File: src/rtl/mem_arb_pkg.sv
// Shared types and constants for the program/data RAM arbiter.
// Optional feature macro used by the arbiter: MEM_ARB_ROUND_ROBIN_EN.
package mem_arb_pkg;

   typedef enum logic {
      ARB    = 1'b0,
      LOCKED = 1'b1
   } arb_state_e;

   localparam logic PORT_CPU = 1'b0;
   localparam logic PORT_LDR = 1'b1;

   // Must match the RAM instance parameters.
   localparam int DEF_DATA_W = 16;
   localparam int DEF_ADDR_W = 8;

endpackage

File: src/rtl/mem_arb_pick.sv
// Combinational grant decision for the two RAM requesters.
// MEM_ARB_ROUND_ROBIN_EN selects round-robin contention; otherwise the loader always wins.
module mem_arb_pick
   import mem_arb_pkg::*;
(
   input  logic       cpu_req_i,
   input  logic       ldr_req_i,
   input  logic       state_i,
   input  logic       last_win_i,
   output logic [1:0] gnt_o
);

`ifdef MEM_ARB_ROUND_ROBIN_EN
   logic winner;
   assign winner = (last_win_i == PORT_CPU) ? PORT_LDR : PORT_CPU;
`else
   logic unused_last_win;
   assign unused_last_win = last_win_i;
`endif

   always_comb begin
      gnt_o = '0;
      if (arb_state_e'(state_i) == LOCKED) begin
         // The CPU is shut out for the whole lock, even on idle loader cycles.
         gnt_o[PORT_LDR] = ldr_req_i;
      end else if (cpu_req_i && ldr_req_i) begin
`ifdef MEM_ARB_ROUND_ROBIN_EN
         gnt_o[winner] = 1'b1;
`else
         gnt_o[PORT_LDR] = 1'b1;
`endif
      end else begin
         gnt_o[PORT_CPU] = cpu_req_i;
         gnt_o[PORT_LDR] = ldr_req_i;
      end
   end

endmodule

File: src/rtl/mem_arbiter.sv
// Arbiter sharing the single-port program/data RAM between the CPU and the program loader.
// MEM_ARB_ROUND_ROBIN_EN: round-robin contention instead of fixed loader priority.
module mem_arbiter
   import mem_arb_pkg::*;
#(
   parameter int DATA_W = DEF_DATA_W,
   parameter int ADDR_W = DEF_ADDR_W
) (
   input  logic              clk,
   input  logic              reset,
   input  logic              cpu_req,
   input  logic              cpu_we,
   input  logic [ADDR_W-1:0] cpu_addr,
   input  logic [DATA_W-1:0] cpu_wdata,
   output logic              cpu_gnt,
   output logic              cpu_rvalid,
   output logic [DATA_W-1:0] cpu_rdata,
   input  logic              ldr_req,
   input  logic              ldr_we,
   input  logic [ADDR_W-1:0] ldr_addr,
   input  logic [DATA_W-1:0] ldr_wdata,
   output logic              ldr_gnt,
   output logic              ldr_rvalid,
   output logic [DATA_W-1:0] ldr_rdata,
   input  logic              ldr_lock,
   output logic [ADDR_W-1:0] ram_addr,
   output logic              ram_we,
   output logic [DATA_W-1:0] ram_wdata,
   input  logic [DATA_W-1:0] ram_rdata
);

   arb_state_e        state_q, state_d;
   logic              last_win;
   logic [1:0]        gnt_raw;
   logic              rd_pend_q, rd_pend_d;
   logic              rd_own_q, rd_own_d;
   logic [ADDR_W-1:0] addr_q;
   logic [DATA_W-1:0] wdata_q;

   mem_arb_pick u_pick (
      .cpu_req_i  (cpu_req),
      .ldr_req_i  (ldr_req),
      .state_i    (state_q),
      .last_win_i (last_win),
      .gnt_o      (gnt_raw)
   );

   assign cpu_gnt = gnt_raw[PORT_CPU] & ~reset;
   assign ldr_gnt = gnt_raw[PORT_LDR] & ~reset;

`ifdef MEM_ARB_ROUND_ROBIN_EN
   logic last_win_q, last_win_d;

   always_comb begin
      last_win_d = last_win_q;
      if (state_q == ARB && cpu_req && ldr_req && (cpu_gnt || ldr_gnt))
         last_win_d = ldr_gnt ? PORT_LDR : PORT_CPU;
   end

   always_ff @(posedge clk) begin
      if (reset) last_win_q <= PORT_CPU;
      else       last_win_q <= last_win_d;
   end

   assign last_win = last_win_q;
`else
   assign last_win = PORT_CPU;
`endif

   always_comb begin
      state_d = state_q;
      unique case (state_q)
         ARB:     if (ldr_gnt && ldr_lock) state_d = LOCKED;
         LOCKED:  if (!ldr_lock)           state_d = ARB;
         default: state_d = ARB;
      endcase
   end

   // RAM drive: the granted port passes straight through; idle cycles hold the last address/data.
   always_comb begin
      ram_addr  = addr_q;
      ram_wdata = wdata_q;
      ram_we    = 1'b0;
      if (cpu_gnt) begin
         ram_addr  = cpu_addr;
         ram_wdata = cpu_wdata;
         ram_we    = cpu_we;
      end else if (ldr_gnt) begin
         ram_addr  = ldr_addr;
         ram_wdata = ldr_wdata;
         ram_we    = ldr_we;
      end
   end

   always_comb begin
      rd_pend_d = (cpu_gnt && !cpu_we) || (ldr_gnt && !ldr_we);
      rd_own_d  = rd_own_q;
      if (ldr_gnt)      rd_own_d = PORT_LDR;
      else if (cpu_gnt) rd_own_d = PORT_CPU;
   end

   always_ff @(posedge clk) begin
      if (reset) begin
         state_q   <= ARB;
         rd_pend_q <= 1'b0;
         rd_own_q  <= PORT_CPU;
         addr_q    <= '0;
         wdata_q   <= '0;
      end else begin
         state_q   <= state_d;
         rd_pend_q <= rd_pend_d;
         rd_own_q  <= rd_own_d;
         if (cpu_gnt || ldr_gnt) begin
            addr_q  <= ram_addr;
            wdata_q <= ram_wdata;
         end
      end
   end

   // A read pending across a reset edge must not surface while reset is still high.
   assign cpu_rvalid = rd_pend_q && !reset && (rd_own_q == PORT_CPU);
   assign ldr_rvalid = rd_pend_q && !reset && (rd_own_q == PORT_LDR);
   assign cpu_rdata  = ram_rdata;
   assign ldr_rdata  = ram_rdata;

endmodule

File: config.mk
export PLATFORM = sky130hd
export DESIGN_NAME = mem_arbiter
export DESIGN_NICKNAME = d
export VERILOG_FILES = /design/src/rtl/mem_arb_pkg.sv /design/src/rtl/mem_arb_pick.sv /design/src/rtl/mem_arbiter.sv
export SDC_FILE = /design/constraint.sdc
export NUM_CORES = 1
export LEC_CHECK = 0
export CAP_MARGIN = 20
export CORE_MARGIN = 8
export CORE_UTILIZATION = 35
export DETAILED_ROUTE_END_ITERATION = 6
export GPL_TIMING_DRIVEN = 0
export PLACE_DENSITY_LB_ADDON = 0.25
export SLEW_MARGIN = 20
export SYNTH_ARGS = -nofsm -noshare
export SYNTH_HDL_FRONTEND = slang
export SYNTH_SLANG_ARGS = --single-unit
File: constraint.sdc
create_clock -name clk -period 1.56 [get_ports clk]
set_input_delay 0.312 -clock clk [delete_from_list [all_inputs] [get_ports clk]]
set_output_delay 0.312 -clock clk [all_outputs]
set_load 0.02 [all_outputs]
Word level (Yosys, flattened, before mapping)
Index checks and enable logic that the tools add are counted.
{"block": "op_classes", "muxes": 15, "n_reduce_logical": 13, "bitwise_logic": 5}
{"cell": "$mux 16", "count": 2}
{"cell": "$mux 8", "count": 2}
{"cell": "$mux 1", "count": 10}
{"cell": "$logic_and 1x1->1", "count": 7}
{"cell": "$logic_not 1->1", "count": 3}
{"cell": "$not 1->1", "count": 3}
{"cell": "$and 1x1->1", "count": 2}
{"cell": "$logic_or 1x1->1", "count": 2}
{"cell": "$pmux 1 s2", "count": 1}
{"cell": "$reduce_bool 2->1", "count": 1}
{"block": "totals", "word_cells": 38, "output_inout_bits": 61, "inputBits": 71, "reg_bits": 27}

Logic depth before layout (Yosys ltp)
{"block": "logic_depth", "ltp_word": 7, "mapped_depth": 5}

Modules after synthesis
From an unflattened synthesis, not the netlist that was laid out.
{"block": "unflattened", "cells_unflattened": 224, "area_unflattened_um2": 2162.1}
{"module": "mem_arbiter", "seq_area_each_um2": 540.5, "area_each_um2": 2145.8, "cells_each": 222, "n_inst": 1}
{"module": "mem_arb_pick", "seq_area_each_um2": 0.0, "area_each_um2": 16.3, "cells_each": 2, "n_inst": 1}

Worst setup path after synthesis
No wires, ideal clock.
{"block": "synth_path", "path_type": "register -> output", "start": "register state_q", "end": "output ram_addr[1]", "n_path_buf": 2, "setup_slack_ps": 6, "t_arrival_ps": 1242, "path_stages_with_launch": 6, "path_cell_list": "dfxtp_1 > nor4b_4 > buf_6 > buf_6 > a22o_4 > a21o_1"}
{"block": "synth_between", "word_cells_on_any_way": 6, "cone_classes": "mux (4); bitwise (2)"}
{"item": "start, declared", "line_no": "mem_arbiter.sv:32", "text": "arb_state_e state_q, state_d;"}
{"item": "start signal, assigned", "line_no": "mem_arbiter.sv:110", "text": "state_q <= state_d;"}
{"item": "$mux 1", "line_no": "mem_arb_pick.sv:23", "text": "if (arb_state_e'(state_i) == LOCKED) begin"}
{"item": "$and 1x1->1", "line_no": "mem_arbiter.sv:48", "text": "assign cpu_gnt = gnt_raw[PORT_CPU] & ~reset;"}
{"item": "via cpu_gnt", "line_no": "mem_arbiter.sv:15", "text": "output logic cpu_gnt,"}
{"item": "$mux 8", "line_no": "mem_arbiter.sv:84", "text": "if (cpu_gnt) begin"}
{"item": "end, declared", "line_no": "mem_arbiter.sv:26", "text": "output logic [ADDR_W-1:0] ram_addr,"}
The timed path passes the listed nets, and every way through them passes these cells.

Final worst setup path
{"block": "layout_path", "start": "register state_q", "end": "output ram_wdata[14]"}
{"block": "layout_between", "elab_chain_len": 4, "word_cells_on_any_way": 6, "cone_classes": "mux (4); bitwise (2)"}
{"item": "$mux 1", "line_no": "mem_arb_pick.sv:23"}
{"item": "$and 1x1->1", "line_no": "mem_arbiter.sv:49", "text": "assign ldr_gnt = gnt_raw[PORT_LDR] & ~reset;"}
{"item": "$mux 16", "line_no": "mem_arbiter.sv:88", "text": "end else if (ldr_gnt) begin"}
{"item": "$mux 16 *", "line_no": "mem_arbiter.sv:84"}
{"item": "end, declared", "line_no": "mem_arbiter.sv:28", "text": "output logic [DATA_W-1:0] ram_wdata,"}
Mark *: on every way between the ends. The rest lies on a longest branch, timed or not.

==> results.py <==
metrics = {
    "pwr": {
        "power_density_nw_per_um2": 646,
        "p_total_mw": 2.11,
        "peakVddDrop_v": 0.000352,
        "p_leak_nw": 1.52,
    },
    "grt": {
        "grt_overflow": 0,
        "grtUsageTotal_pct": 14.6,
        "antenna_found_initial": 0,
        "grt_pass1_vias": 1942,
        "grt_max_degree": 16,
        "grt_pass1_wl_um": 9000,
    },
    "sta": {
        "rsz0062_at_grt": "true",
        "setup_tns_ps": -7890,
        "fmaxAchievable_mhz": 517,
        "post-route-min-period_ps": 1930,
        "finalSetupViolCount": 26,
        "hold_violations": 0,
        "relSlewSlack_pct": 75.6,
        "min_period_over_period_pct": 124,
        "fin_skew_ps": 1.62,
        "fin_ws_ps": -375,
        "slew_viol_final": 0,
        "worst_pin_slew_ps": 366,
    },
    "routing": {
        "first_pass_iters": 4,
        "drcViolationCount": 0,
        "num_vias": 1750,
        "wirelength_um": 5620,
        "wl_per_cell_um": 14.7,
        "via_per_inst": 4.57,
        "dr.max_layer_used": "met4",
        "wl_met2_um": 2690,
        "wl_met3_um": 671,
        "drtAntennaViolNets": 0,
        "met1Wirelength_um": 2220,
        "drt_iter0_drc": 66,
    },
    "synth": {
        "yosysSeqAreaShare_pct": 30.1,
        "synth_edf_count": 0,
        "async_flop_share_pct": 0,
        "syn_avg_cell_area_sq_um": 9.75,
        "synthCells": 184,
        "synth_ff_type": "dfxtp_1",
        "netlist_area_sq_um": 1790,
        "ys.warnings.count": 0,
        "syn-num-nets": 255,
        "synth.distinct_cells": 20,
        "ys_ff_latch": 27,
    },
    "cells_and_area": {
        "fillers": 439,
        "layout-drive-gt1-share_pct": 32.3,
        "layout_commonest_cell": "clkdlybuf4s50_1",
        "diodes": 0,
        "fin_nets": 385,
        "area_growth_pct": 81.9,
        "post-route-util_pct": 64.7,
        "final_cell_mix": "83 x clkdlybuf4s50_1, 40 x buf_4, 35 x buf_6, 26 x dfxtp_1, 25 x nand2b_1",
        "regArea_sq_um": 542,
        "multi_input_area_sq_um": 892,
        "stdcell_area_sq_um": 3260,
    },
    "placed_design": {
        "port_buffers": 115,
        "place.gp.congestion": 0.671,
        "dpl_cell_area_sq_um": 3030,
        "place_hpwl_um": 4390,
    },
    "run_status": {
        "outcome": "complete, but fails checks",
        "violations": "setup timing",
    },
    "clocking": {
        "cts.sinks": 27,
        "clk_path_buf_depth": 2,
        "cts_tree": "yes",
        "h-tree-depth": 1,
        "numCtsBuffers": 3,
        "cts_root_buffer": "clkbuf_8",
        "hold_buffers": 0,
        "worstSkewPairLatency_ps": 270,
        "cts.clk_slew.worst_paths_ps": 90,
    },
    "setup_path": {
        "crit_path_end_kind": "output pin",
        "cp.arrival_ps": 1620,
        "required_ps": 1250,
        "worst-path-max-fanout": 5,
        "cp-start-kind": "flop",
        "critical_path_class": "flop to output pin",
    },
    "worst_hold_path": {
        "hold_path.class": "input pin to flop",
    },
    "floorplan": {
        "die_x_um": 87.6,
        "dieArea_sq_um": 7670,
        "num_rows": 26,
        "core_sq_um": 5040,
        "die_h_um": 87.6,
        "start_util_pct": 35.6,
        "ios": 132,
    },
    "job": {
        "cap_violations": 0,
    },
}
==> synthesized netlist by cell type, drive strengths merged, types with 2 or more instances <==
library cell | count | share of area, %
dfxtp | 27 | 30
clkbuf | 3 | 0.63
o21bai | 24 | 10
nor2 | 3 | 1.0
a22o | 25 | 16
nand2b | 25 | 8.7
nor3b | 2 | 0.84
inv | 2 | 0.42
buf | 43 | 19
a21o | 24 | 10
==> state kept, by name, summed over array words and instances, names as in the netlist <==
signal and flops:
addr_q 8, rd_pend_q 1, rd_own_q 1, state_q 1
wdata_q 16
==> layout make-up <==
class | instances | share of cell area [%]
Clock buffer | 3 | 1.27
Timing Repair Buffer | 125 | 39.9
Sequential cell | 27 | 16.6
Buffer | 46 | 11.8
Inverter | 2 | 0.230
Clock inverter | 1 | 0.153
Multi-Input combinational cell | 109 | 27.3
Tap cell | 70 | 2.68
==> what timing repair did <==
item	CTS	global route
gates resized for setup	192	3
setup endpoints to repair	49	29
gates cloned	3	0
buffers inserted	5	3
pin swaps	22	10
==> cells by family (layout without fill, tap and decap cells) <==
group                  Yosys count  in the layout  synth area share (%)
flip-flops                      27             27                  30.1
AND/OR/NAND/NOR                 34             34                  13.1
buffers and inverters           48            177                  20.4
AO/OA/AOI/OAI                   75             75                  36.3
==> metrics by stage <==
step           setup slack, ps  hold slack [ps]  instances
2_1_floorplan             6.40              406        184
3_3_place_gp             -1120              454        369
3_5_place_dp             -1140              464        369
4_1_cts                   -393              439        381
5_1_grt                   -473              471        383
6_report                  -375              437        383
==> routing by layer <==
metal  global-route usage (%)  vias up
li1                         -      873
met1                     15.4      799
met2                     25.3       76
met3                     6.66        2
met4                     4.22        0
met5                        0        -
==> critical path: stages, from the launching register on <==
cell	delay, ps
dfxtp_2	340
nor4b_4	250
buf_6	200
buf_12	120
buf_12	90
a22o_1	140
a21o_1	100
buf_6	110
==> power breakdown <==
group	total (mW)	internal, mW	switching, mW
registers	0.775	0.746	0.0293
logic	0.940	0.558	0.383
clock network	0.394	0.179	0.215
==> final timing paths <==
| kind | slack (ps) | endpoint | cells after the start | from |
|---|---|---|---|---|
| hold / removal | 440 | rd_own_q$_SDFFE_PP0P_ | 3 | ldr_req |
| hold reg to reg | 480 | wdata_q[6]$_SDFFE_PP0P_ | 2 | wdata_q[6]$_SDFFE_PP0P_ |
| setup reg to reg | 220 | wdata_q[4]$_SDFFE_PP0P_ | 5 | state_q$_SDFF_PP0_ |
| setup / recovery | -370 | ram_wdata[14] | 7 | state_q$_SDFF_PP0_ |
Power figures use the tool's default switching activity.
==> RTL change 1, RTL diff (config.mk and constraints unchanged) <==
The package constant `DEF_DATA_W` goes from 16 to 32.
--- a/src/rtl/mem_arb_pkg.sv
+++ b/src/rtl/mem_arb_pkg.sv
@@ -11,7 +11,7 @@
    localparam logic PORT_LDR = 1'b1;
 
    // Must match the RAM instance parameters.
-   localparam int DEF_DATA_W = 16;
+   localparam int DEF_DATA_W = 32;
    localparam int DEF_ADDR_W = 8;
 
 endpackage
Interface: changed (6 resized); port bits go from 132 to 228. No check against the original RTL was run, so the function may have changed too.
==> RTL change 1 against the unedited design <==
  * The flow still finishes with violations (negative setup slack)
  * Critical path depth is 1 lower
  * Synthesized cell count is 66% higher
  * Total power is 65% higher
  * Worst setup slack worse by 42 ps
  * Synthesized area is 53% higher
  * Sequential cell count is 16 higher
  * Count of clock-buffer cells in the layout is 3 higher
  * Non-clock buffer count is 120 higher
  * Combinational power is 63% higher
  * Wire length is 76% higher
  * Critical endpoint is now ram_wdata[8]
  * Worst hold slack worse by 92 ps
  * Final area is 59% higher
  * First-iteration DRC count is 74% higher
  * Largest cell class unchanged
==> RTL change 1: results (changes against the unedited design) <==
----------------------------------------------------
[Run status]
  Result of the run ... finished, violations left
  Violated checks ... negative setup slack

[Power]
  Power share of the combinational group ... 44.0% (-0.6 points)
  Leakage component of the power ... 0.00244 uW (+60%)
  Power dissipated by switching net loads ... 1050 uW (+68%)
  Maximum vdd ir drop ... 318 uV (-9.7%)

[Detailed routing]
  First DRT Iteration DRCs ... 115 (+74%)
  Via count of the routed design ... 2,898 (+66%)
  Mean routed wirelength per cell ... 16.0 microns (+9.3%)
  WL final ... 9.91 mm (+76%)

[Yosys]
  Count of cell types in the netlist ... 17 (-15%)
  Synth area leaders ... dfxtp_1 (31%), buf_4 (17%), a22o_1 (13%), a21o_1 (11%), o21bai_1 (11%)
  Commonest cells in the synthesized netlist ... buf_4 (64), dfxtp_1 (43), a22o_1 (41), nand2b_1 (41)
  Sequential cell area fraction in the yosys report ... 31.3% (+1.2 points)
  Net count after synthesis ... 424 (+66%)
  Post-synthesis cell count ... 305 (+66%)

[Placement]
  Area after DPL ... 0.00487 sq mm (+61%)
  IO Port Bufs ... 194 (+69%)
  Cell count after placement ... 601 (+63%)
  Hpwl dp ... 8.05 mm (+83%)
  Weighted congestion reported at the end of routability-driven placement ... 0.700 (+4.4%)

[Min path]
  Origin of the worst min-delay path ... reset

[GRT]
  Wire length of the first global-routing pass ... 15.9 mm (+77%)
  Total Routing Usage GR ... 17.3% (+2.8 points)
  Largest net degree at the start of global routing ... 13 (-3)
  Via count of the first global-routing pass ... 3,131 (+61%)

[Finish]
  Fraction of final layout cells with drive strength greater than 1 ... 29.5% (-2.8 points)
  Final layout net count ... 635 (+65%)
  Biggest regs ... wdata_q (32), addr_q (8)

[STA]
  Final Setup Violations ... 42 (+62%)
  Max_slew headroom ... 76.5% (+0.91 points)
  Worst Setup Slack, final ... -416 ps (-41.7 ps)
  Fin Clk Skew ... 4.67 ps (+3.06 ps)

[CTS]
  Clock buffers created by TritonCTS ... 5 (+2)
  CTS HTree Levels ... 2 (+1)
  Buffer levels on the longest clock path ... 2 (unchanged)
  Clock latency on the worst-skew pair ... 290 ps (+20 ps)

[Critical path]
  Worst EP arrival ... 1660 ps (+40 ps)
  Maximum net fanout on the critical path ... 10 (+5)

----------------------------------------------------
==> RTL change 1: cell count changes after synthesis, sizes merged <==
cell | before | now
a22o | 25 | 41
buf | 43 | 75
nand2b | 25 | 41
dfxtp | 27 | 43
clkbuf | 3 | 12
a21o | 24 | 40
o21bai | 24 | 40
==> RTL change 1: path summary, 6_finish.rpt <==
path                        to  slack [ps]
hold reg to reg      addr_q[4]         470
setup reg to reg    wdata_q[5]         140
hold / removal     wdata_q[11]         340
setup / recovery  ram_wdata[8]        -420
==> RTL change 1: cells by family after synthesis <==
| family | Yosys count | synth area share (%) |
|---|---|---|
| AOI/OAI and AO/OA | 123 | 35.3 |
| buffers and inverters | 89 | 21.4 |
| and+or+nand+nor | 50 | 11.9 |
| DFF | 43 | 31.3 |
==> RTL change 1: area by class of cell <==
class | instances | area [sq um]
sequential | 43 | 862
inverter | 2 | 7.51
fill | 656 | 2490
clock inverter | 1 | 5.00
timing repair buffer | 205 | 2060
tap | 102 | 128
multi-input combinational | 173 | 1340
buffer | 86 | 721
clock buffer | 6 | 82.6
==> RTL change 1: metal layers <==
layer  wire length [microns]  global-route usage (%)
met5                       0                       0
met1                    3770                    18.1
met4                      84                    3.77
met2                    4900                    30.7
met3                    1150                    8.48
==> RTL change 1: repair_timing <==
| item | 4_1_cts | 5_1_grt |
|---|---|---|
| pin swaps | 4 | 12 |
| hold buffers | 0 | 0 |
| gates resized for setup | 241 | 53 |
| endpoints found under the setup margin | 86 | 83 |
| buffers inserted | 5 | 5 |
| cloned | 0 | 1 |
==> RTL change 1: through the flow <==
step / hold WS, ps / setup WS (ps) / TNS (ps)
floorplan: 406 / -131 / -4560
global placement: 454 / -1480 / -90170
detailed placement: 463 / -1470 / -90830
CTS: 335 / -424 / -16920
global route: 372 / -506 / -19960
finish: 345 / -416 / -15860
==> RTL change 1: power by group through the flow <==
| stage | Combinational, uW | Clock [uW] | Sequential, uW |
|---|---|---|---|
| final | 1530 | 716 | 1240 |
| after global routing | 1630 | 766 | 1250 |
| after CTS | 1440 | 743 | 1240 |
| after detailed placement | 1450 | 0 | 1260 |
| after global placement | 1440 | 0 | 1260 |
| after floorplan | 754 | 0 | 1250 |
==> RTL change 1: worst reg2reg max path, stage by stage, from the launching register on <==
cell and delay, ps:
dfxtp_2 340, nor4b_4 300, buf_6 180, or2_1 190, buf_4 200, o21bai_1 90
==> RTL change 2, RTL diff (same settings) <==
Made on the original files. The option `MEM_ARB_ROUND_ROBIN_EN` is turned on by a define.
--- a/src/rtl/mem_arb_pick.sv
+++ b/src/rtl/mem_arb_pick.sv
@@ -1,5 +1,7 @@
 // Combinational grant decision for the two RAM requesters.
 // MEM_ARB_ROUND_ROBIN_EN selects round-robin contention; otherwise the loader always wins.
+`define MEM_ARB_ROUND_ROBIN_EN
+
 module mem_arb_pick
    import mem_arb_pkg::*;
 (
Function: changed (a bounded check fails within 4 cycles, from zero or initial values and one cycle with reset high).
==> RTL change 2 against the unedited design <==
  * The flow still finishes with violations (negative setup slack)
  * Final area is 5.0% lower
  * Sequential cell count is 1 higher
  * Via count is 5.1% higher
  * Combinational power is 0.7% lower
  * Global-route usage is 1.4 points higher
  * Worst setup slack worse by 130 ps
  * Total power is 1.4% higher
  * Synthesized area is 5.5% lower
  * Worst hold slack worse by 84 ps
  * Wire length is 7.4% higher
==> RTL change 2: results (changes against the unedited design) <==
----------------------------------------------------
[Critical path]
  Worst EP arrival ... 1750 ps (+130 ps)
  Worst reg2reg setup slack ... -140 ps (-360 ps)
  Max incr delay on CP ... 360 ps (+20 ps)

[CTS]
  Total setup buffers inserted after CTS ... 9 (+4)
  Gates resized, CTS repair ... 170 (-11%)

[Min path]
  Hold Path Stages ... 2 (-1)

[Finish]
  Fill cell total of the finished layout ... 404 (-8.0%)
  Fraction of final layout cells with drive strength greater than 1 ... 34.2% (+2.0 points)
  Final layout net count ... 368 (-4.4%)

[Yosys]
  Commonest cells in the synthesized netlist ... a221o_1 (48), buf_4 (32), dfxtp_1 (28)
  Number of register bits inferred by synthesis ... 28 (+3.7%)
  Sequential cell area fraction in the yosys report ... 33.1% (+2.9 points)
  Library cell with the highest instance count after synthesis ... a221o_1

[Detailed routing]
  Routed met3 length ... 749 microns (+12%)
  Per-cell via count in the routed design ... 5.27 (+15%)

[Placement]
  Hpwl dp ... 4.73 mm (+7.6%)
  Weighted congestion reported at the end of routability-driven placement ... 0.744 (+11%)
  Area after DPL ... 0.00291 sq mm (-4.0%)
  IO Port Bufs ... 114 (-0.87%)

[GRT]
  Met3 layer usage reported by global route ... 7.74% (+1.1 points)
  Largest net degree at the start of global routing ... 15 (-1)

[Power]
  Sequential Power Share ... 37.9% (+1.2 points)
  Internal power ... 1490 uW (+0.64%)
  Clock power frac ... 18.5% (-0.2 points)
  Leakage component of the power ... 0.00143 uW (-6.4%)

[STA]
  Final Setup Violations ... 47 (+81%)
  Worst Setup Slack, final ... -503 ps (-128 ps)

[Run status]
  Violated checks ... negative setup slack
  Result of the run ... finished, violations left

----------------------------------------------------
==> RTL change 2: metrics by stage <==
| stage | utilization, % | setup slack, ps | TNS [ps] | hold slack, ps |
|---|---|---|---|---|
| floorplan | - | -107 | -1940 | 443 |
| global placement | 62.1 | -1260 | -41600 | 463 |
| detailed placement | 62.1 | -1250 | -41530 | 470 |
| CTS | 65.0 | -476 | -11500 | 355 |
| global route | 66.1 | -563 | -18310 | 360 |
| finish | 66.1 | -503 | -13900 | 352 |
==> RTL change 2: worst register-to-register path: stages, from the launching register on <==
cell     delay [ps]
dfxtp_2         350
and2b_4         200
buf_4           120
buf_4           130
nor3_2          330
buf_2           320
a221o_1         190
==> RTL change 2: worst max path at each step <==
stage	cells past startpoint	to	slack, ps
floorplan	4	ram_wdata[3]	-110
global placement	6	ram_wdata[3]	-1260
CTS	6	ram_wdata[2]	-480
global route	6	ram_wdata[10]	-560
detailed placement	6	ram_wdata[9]	-1250
finish	6	ram_wdata[2]	-500
